<file path="src/rtl/rf_dump_ctrl_if.sv">
// rtl/rf_dump_ctrl_if.sv - register dump beat stream (valid/ready with data and index)
interface rf_dump_ctrl_if;
    logic        dout_valid;
    logic        dout_ready;
    logic [31:0] dout_data;
    logic [4:0]  dout_idx;

    modport master (output dout_valid, output dout_data, output dout_idx, input dout_ready);
    modport slave  (input dout_valid, input dout_data, input dout_idx, output dout_ready);
endinterface

</file>
<file path="src/rtl/rf_dump_ctrl.sv">
// rtl/rf_dump_ctrl.sv - freezes the CPU on halt PC or timeout, then streams out all 32 registers
module rf_dump_ctrl #(
    parameter logic [31:0] HALT_PC    = 32'h0000_0400,
    parameter int          MAX_CYCLES = 1000,
    parameter int          CNT_W      = 16
) (
    input  logic                 clk,
    input  logic                 rstn,
    input  logic [31:0]          pc_in,
    output logic [4:0]           reg_sel,
    input  logic [31:0]          reg_data,
    output logic                 cpu_hold,
    rf_dump_ctrl_if.master       dout,
    output logic                 dump_done,
    output logic                 timeout
);
    typedef enum logic [1:0] {RUN, SEL, OUT, DONE} state_t;

    localparam logic [CNT_W-1:0] CNT_LAST = CNT_W'(MAX_CYCLES - 1);

    state_t           state;
    logic [CNT_W-1:0] cycle_cnt;
    logic [4:0]       idx;
    logic             valid_q;
    logic [31:0]      data_q;
    logic [4:0]       idx_q;

    assign dout.dout_valid = valid_q;
    assign dout.dout_data  = data_q;
    assign dout.dout_idx   = idx_q;

    // reg_sel is loaded on the edge entering SEL, so reg_data has a full stable cycle before capture
    always_ff @(posedge clk or negedge rstn) begin
        if (!rstn) begin
            state     <= RUN;
            cycle_cnt <= '0;
            idx       <= '0;
            reg_sel   <= '0;
            cpu_hold  <= 1'b0;
            valid_q   <= 1'b0;
            data_q    <= '0;
            idx_q     <= '0;
            dump_done <= 1'b0;
            timeout   <= 1'b0;
        end else begin
            if (cycle_cnt != '1) begin
                cycle_cnt <= cycle_cnt + 1'b1;
            end
            case (state)
                RUN: begin
                    if (pc_in == HALT_PC) begin
                        state    <= SEL;
                        cpu_hold <= 1'b1;
                        timeout  <= 1'b0;
                        reg_sel  <= idx;
                    end else if (cycle_cnt == CNT_LAST) begin
                        state    <= SEL;
                        cpu_hold <= 1'b1;
                        timeout  <= 1'b1;
                        reg_sel  <= idx;
                    end
                end
                SEL: begin
                    data_q  <= (idx == 5'd0) ? 32'h0 : reg_data;
                    idx_q   <= idx;
                    valid_q <= 1'b1;
                    state   <= OUT;
                end
                OUT: begin
                    if (dout.dout_ready) begin
                        valid_q <= 1'b0;
                        if (idx == 5'd31) begin
                            state     <= DONE;
                            dump_done <= 1'b1;
                        end else begin
                            idx     <= idx + 5'd1;
                            reg_sel <= idx + 5'd1;
                            state   <= SEL;
                        end
                    end
                end
                DONE: begin
                    valid_q <= 1'b0;
                end
                default: state <= RUN;
            endcase
        end
    end
endmodule

</file>
<file path="src/flat_wrapper.sv">
// flat-port wrapper written by rule: the top's interface ports become plain ports
module rf_dump_ctrl_flat 
#(
    parameter logic [31:0] HALT_PC    = 32'h0000_0400,
    parameter int          MAX_CYCLES = 1000,
    parameter int          CNT_W      = 16
)
  (clk, rstn, pc_in, reg_sel, reg_data, cpu_hold, dump_done, timeout, dout_dout_valid, dout_dout_data, dout_dout_idx, dout_dout_ready);
  rf_dump_ctrl_if dout_i ();
  input  logic clk;
  input  logic rstn;
  input  logic [31:0] pc_in;
  output logic [4:0] reg_sel;
  input  logic [31:0] reg_data;
  output logic cpu_hold;
  output logic dump_done;
  output logic timeout;
  output wire logic [$bits(dout_i.dout_valid)-1:0] dout_dout_valid;
  output wire logic [$bits(dout_i.dout_data)-1:0] dout_dout_data;
  output wire logic [$bits(dout_i.dout_idx)-1:0] dout_dout_idx;
  input wire logic [$bits(dout_i.dout_ready)-1:0] dout_dout_ready;
  assign dout_dout_valid = dout_i.dout_valid;
  assign dout_dout_data = dout_i.dout_data;
  assign dout_dout_idx = dout_i.dout_idx;
  assign dout_i.dout_ready = dout_dout_ready;
  rf_dump_ctrl #(.HALT_PC(HALT_PC), .MAX_CYCLES(MAX_CYCLES), .CNT_W(CNT_W)) u_core (.clk(clk), .rstn(rstn), .pc_in(pc_in), .reg_sel(reg_sel), .reg_data(reg_data), .cpu_hold(cpu_hold), .dout(dout_i), .dump_done(dump_done), .timeout(timeout));
endmodule
</file>
<file path="config.mk">
export PLATFORM = sky130hd
export DESIGN_NAME = rf_dump_ctrl_flat
export DESIGN_NICKNAME = d
export VERILOG_FILES = /design/src/rtl/rf_dump_ctrl_if.sv /design/src/rtl/rf_dump_ctrl.sv /design/src/flat_wrapper.sv
export SDC_FILE = /design/constraint.sdc
export NUM_CORES = 1
export LEC_CHECK = 0
export CAP_MARGIN = 20
export CORE_MARGIN = 2
export CORE_UTILIZATION = 40
export CTS_CLUSTER_DIAMETER = 150
export DETAILED_ROUTE_END_ITERATION = 8
export PLACE_DENSITY_LB_ADDON = 0.15
export SYNTH_ARGS = -nofsm -noshare
export SYNTH_HDL_FRONTEND = slang
export SYNTH_SLANG_ARGS = --single-unit
</file>
<file path="constraint.sdc">
create_clock -name clk -period 1.9 [get_ports clk]
set_input_delay 0.38 -clock clk [delete_from_list [all_inputs] [get_ports clk]]
set_output_delay 0.38 -clock clk [all_outputs]
set_load 0.02 [all_outputs]
</file>
==> flow_metrics.py <==
metrics = {
    "worst_setup_path": {
        "cp_data_required_time_ns": 2.13,
        "r2r_start": "u_core.idx[0]",
        "timing.rr.end": "u_core.reg_sel[0]",
        "crit_buf_inv": 1,
        "ff2ff_setup_slack_ns": 0.09,
        "cp_slowest_cell": "a2111o_1",
        "critPathTopFamily": "compound AO/OA/AOI/OAI gates",
        "reg2regPathDepth": 7,
        "crit_fanout": 2,
        "worstSetupPathType": "reg2reg",
        "cp_num_cells": 7,
        "cp_slowest_stage_delay_ns": 0.41,
        "crit_arrival_ns": 2.04,
        "path_cells": "ha_1 > and3_1 > ha_2 > inv_2 > mux2i_1 > o21bai_1 > a2111o_1",
        "start_kind": "register",
        "endpoint_kind": "register",
    },
    "yosys": {
        "synth_top_cell_by_area": "dfrtp_1",
        "synth.area.top_cells": "dfrtp_1, nand2_1, o21ai_0",
        "synthFlopType": "dfrtp_1",
        "synth_nets": 386,
        "ys_warn_count": 0,
        "synth_edf_count": 0,
        "ys_seq_area_frac": 0.5483,
        "synth.distinct_cells": 36,
        "async_reset_ff_frac": 1.000,
        "syn_avg_cell_area_um2": 10.16,
        "synth-seq-cells": 69,
        "yosysMostFrequentCell": "dfrtp_1",
        "syn_area_um2": 3149,
        "synth_cells": 310,
        "yosys-top-cells-count": "dfrtp_1, nand2_1, inv_1",
        "synth_top_area_share": 0.5483,
    },
    "drt": {
        "post_drt_wl_per_cell_um": 13.25,
        "drc": 0,
        "drt_wl_total_mm": 7.351,
        "top_layer": "met4",
        "wl_met3_um": 364,
        "final_antenna_net_count": 0,
        "met1_length_mm": 3.654,
        "vias": 2582,
        "drt_first_pass_iters": 4,
        "first_iter_violations": 94,
        "dr_wl_met2_mm": 3.249,
        "viasPerCell": 4.652,
    },
    "layout": {
        "drive_gt1_frac": 0.1479,
        "fin_util": 0.6260,
        "nets": 524,
        "antenna_cells": 0,
        "area_delta_synth_final_pct": 52.80,
    },
    "grt": {
        "grt_max_degree": 70,
        "grt_overflow": 0,
        "antenna_found_initial": 0,
        "grt_first_pass_wirelength_mm": 12.23,
        "grt_use_total": 0.1790,
        "grt_pass1_vias": 2596,
    },
    "clocking": {
        "ctsHoldBuffers": 0,
        "cts_buffers": 9,
        "h-tree-depth": 3,
        "clk_latency_ns": 0.34,
        "cts_tree": "done",
        "clockBufferDepth": 2,
        "clkSinkCount": 69,
        "cts-root-buf": "clkbuf_8",
        "clk_pin_slew_ns": 0.08,
        "post_cts_buffers": 0,
    },
    "floorplanning": {
        "dieHeight_um": 92.73,
        "core-area_um2": 7687,
        "rows": 32,
        "ios": 113,
        "die_w_um": 92.73,
        "start_util": 0.4097,
        "dieArea_um2": 8599,
    },
    "timing": {
        "max_slew.worst_pin.slew_ns": 0.4705,
        "fin_crit_ns": 1.810,
        "rsz0062_at_grt": "no",
        "setup_ws_ns": 0.09031,
        "clock.fmax_mhz": 552.6,
        "relSlewSlack": 0.6782,
        "hold_viol_final": 0,
        "fin_crit_sh": 0.9525,
        "setup_viol": 0,
        "skew_ns": 0.007978,
        "holdWs_ns": 0.04434,
        "drv_slew": 0,
    },
    "pwr": {
        "fin_total_pwr_w": 0.002829,
        "leakage_nw": 2.296,
        "ir_worst_vdd_mv": 0.3005,
        "p_per_area_nw_per_um2": 587.9,
    },
    "placed_design": {
        "io_buffers": 112,
        "dp_worst_setup_slack_ns": -0.2341,
        "gp_congestion": 0.8078,
        "place_hpwl_mm": 5.252,
    },
    "outcome": {
        "status": "completed",
    },
    "worst_hold_path": {
        "hold_class": "in2async",
    },
    "flow_run": {
        "max_cap_violations": 0,
    },
}
## metrics by stage
stage          TNS, ns  cells  area, µm²
5_1_grt              0    555       4812
4_1_cts              0    554       4760
3_5_place_dp    -1.437    538       4561
3_3_place_gp    -1.222    538       4561
2_1_floorplan        0    310       3149
6_report             0    555       4812
## cell families after synthesis
kind of cell,Yosys count,share of synthesized area
compound gates,53,0.09932
xor+xnor,19,0.05284
fa+ha+maj,9,0.03576
buf+inv,50,0.05959
flops,69,0.5483
mux,14,0.04887
simple gates,96,0.1553
## how the worst max path moves through the flow
stage,from,end,slack [ns]
detailed placement,pc_in[24],u_core.reg_sel[2],-0.23
CTS,u_core.cycle_cnt[12],u_core.reg_sel[0],0.04
floorplan,u_core.idx[0],u_core.reg_sel[0],0.07
finish,u_core.idx[0],u_core.reg_sel[0],0.09
global route,u_core.cycle_cnt[12],u_core.reg_sel[0],0.01
global placement,pc_in[13],u_core.reg_sel[3],-0.20
## cell usage in the layout (no fill, tap or decap), drive strengths merged, types with 2 or more instances in the layout
cell	synthesis	routed
clkbuf	10	10
xor2	9	9
a21oi	4	4
xnor2	10	10
ha	9	9
inv	40	41
clkinv	0	2
mux2i	3	3
nand3	5	5
nor4	10	10
mux2	11	11
o21bai	2	2
clkdlybuf4s50	0	111
o21ai	39	39
nand2	54	54
dfrtp	69	69
nor3	2	2
and4	3	3
buf	0	25
and3	6	6
nor2	7	7
clkinvlp	0	3
nand4	6	6
## power by group
group | internal, W | leakage [nW] | total, W | switching, W
clock | 0.000610 | 0.0918 | 0.00119 | 0.000577
sequential | 0.00147 | 0.751 | 0.00147 | 0
combinational | 0.000124 | 1.45 | 0.000175 | 0.0000504
total | 0.00220 | 2.30 | 0.00283 | 0.000628
## per-layer routing
metal,track usage,vias up
met1,0.2585,1207
met4,0.06985,0
met5,0,-
li1,-,1307
met3,0.03824,6
met2,0.2640,62
## layout make-up
type	count	area [µm²]
inverter	40	150.1
multi-input combinational	191	1262
clock buffer	9	123.9
clock inverter	7	75.07
timing repair buffer	137	1346
tap	102	127.6
sequential	69	1727
fill	668	2875
## what timing repair did
item,4_1_cts,5_1_grt
gates resized for setup,0,8
endpoints found under the setup margin,0,41
hold endpoints to repair,0,0
## state kept, by name, summed over array words and instances (netlist names)
name and cells:
u_core.cpu_hold 1, u_core.cycle_cnt 16, u_core.dout.dout_data 32, u_core.dout.dout_idx 5, u_core.dout.dout_valid 1, u_core.dump_done 1
u_core.idx 5, u_core.reg_sel 5, u_core.state 2, u_core.timeout 1
No activity file was read; power rests on OpenSTA's default activity.
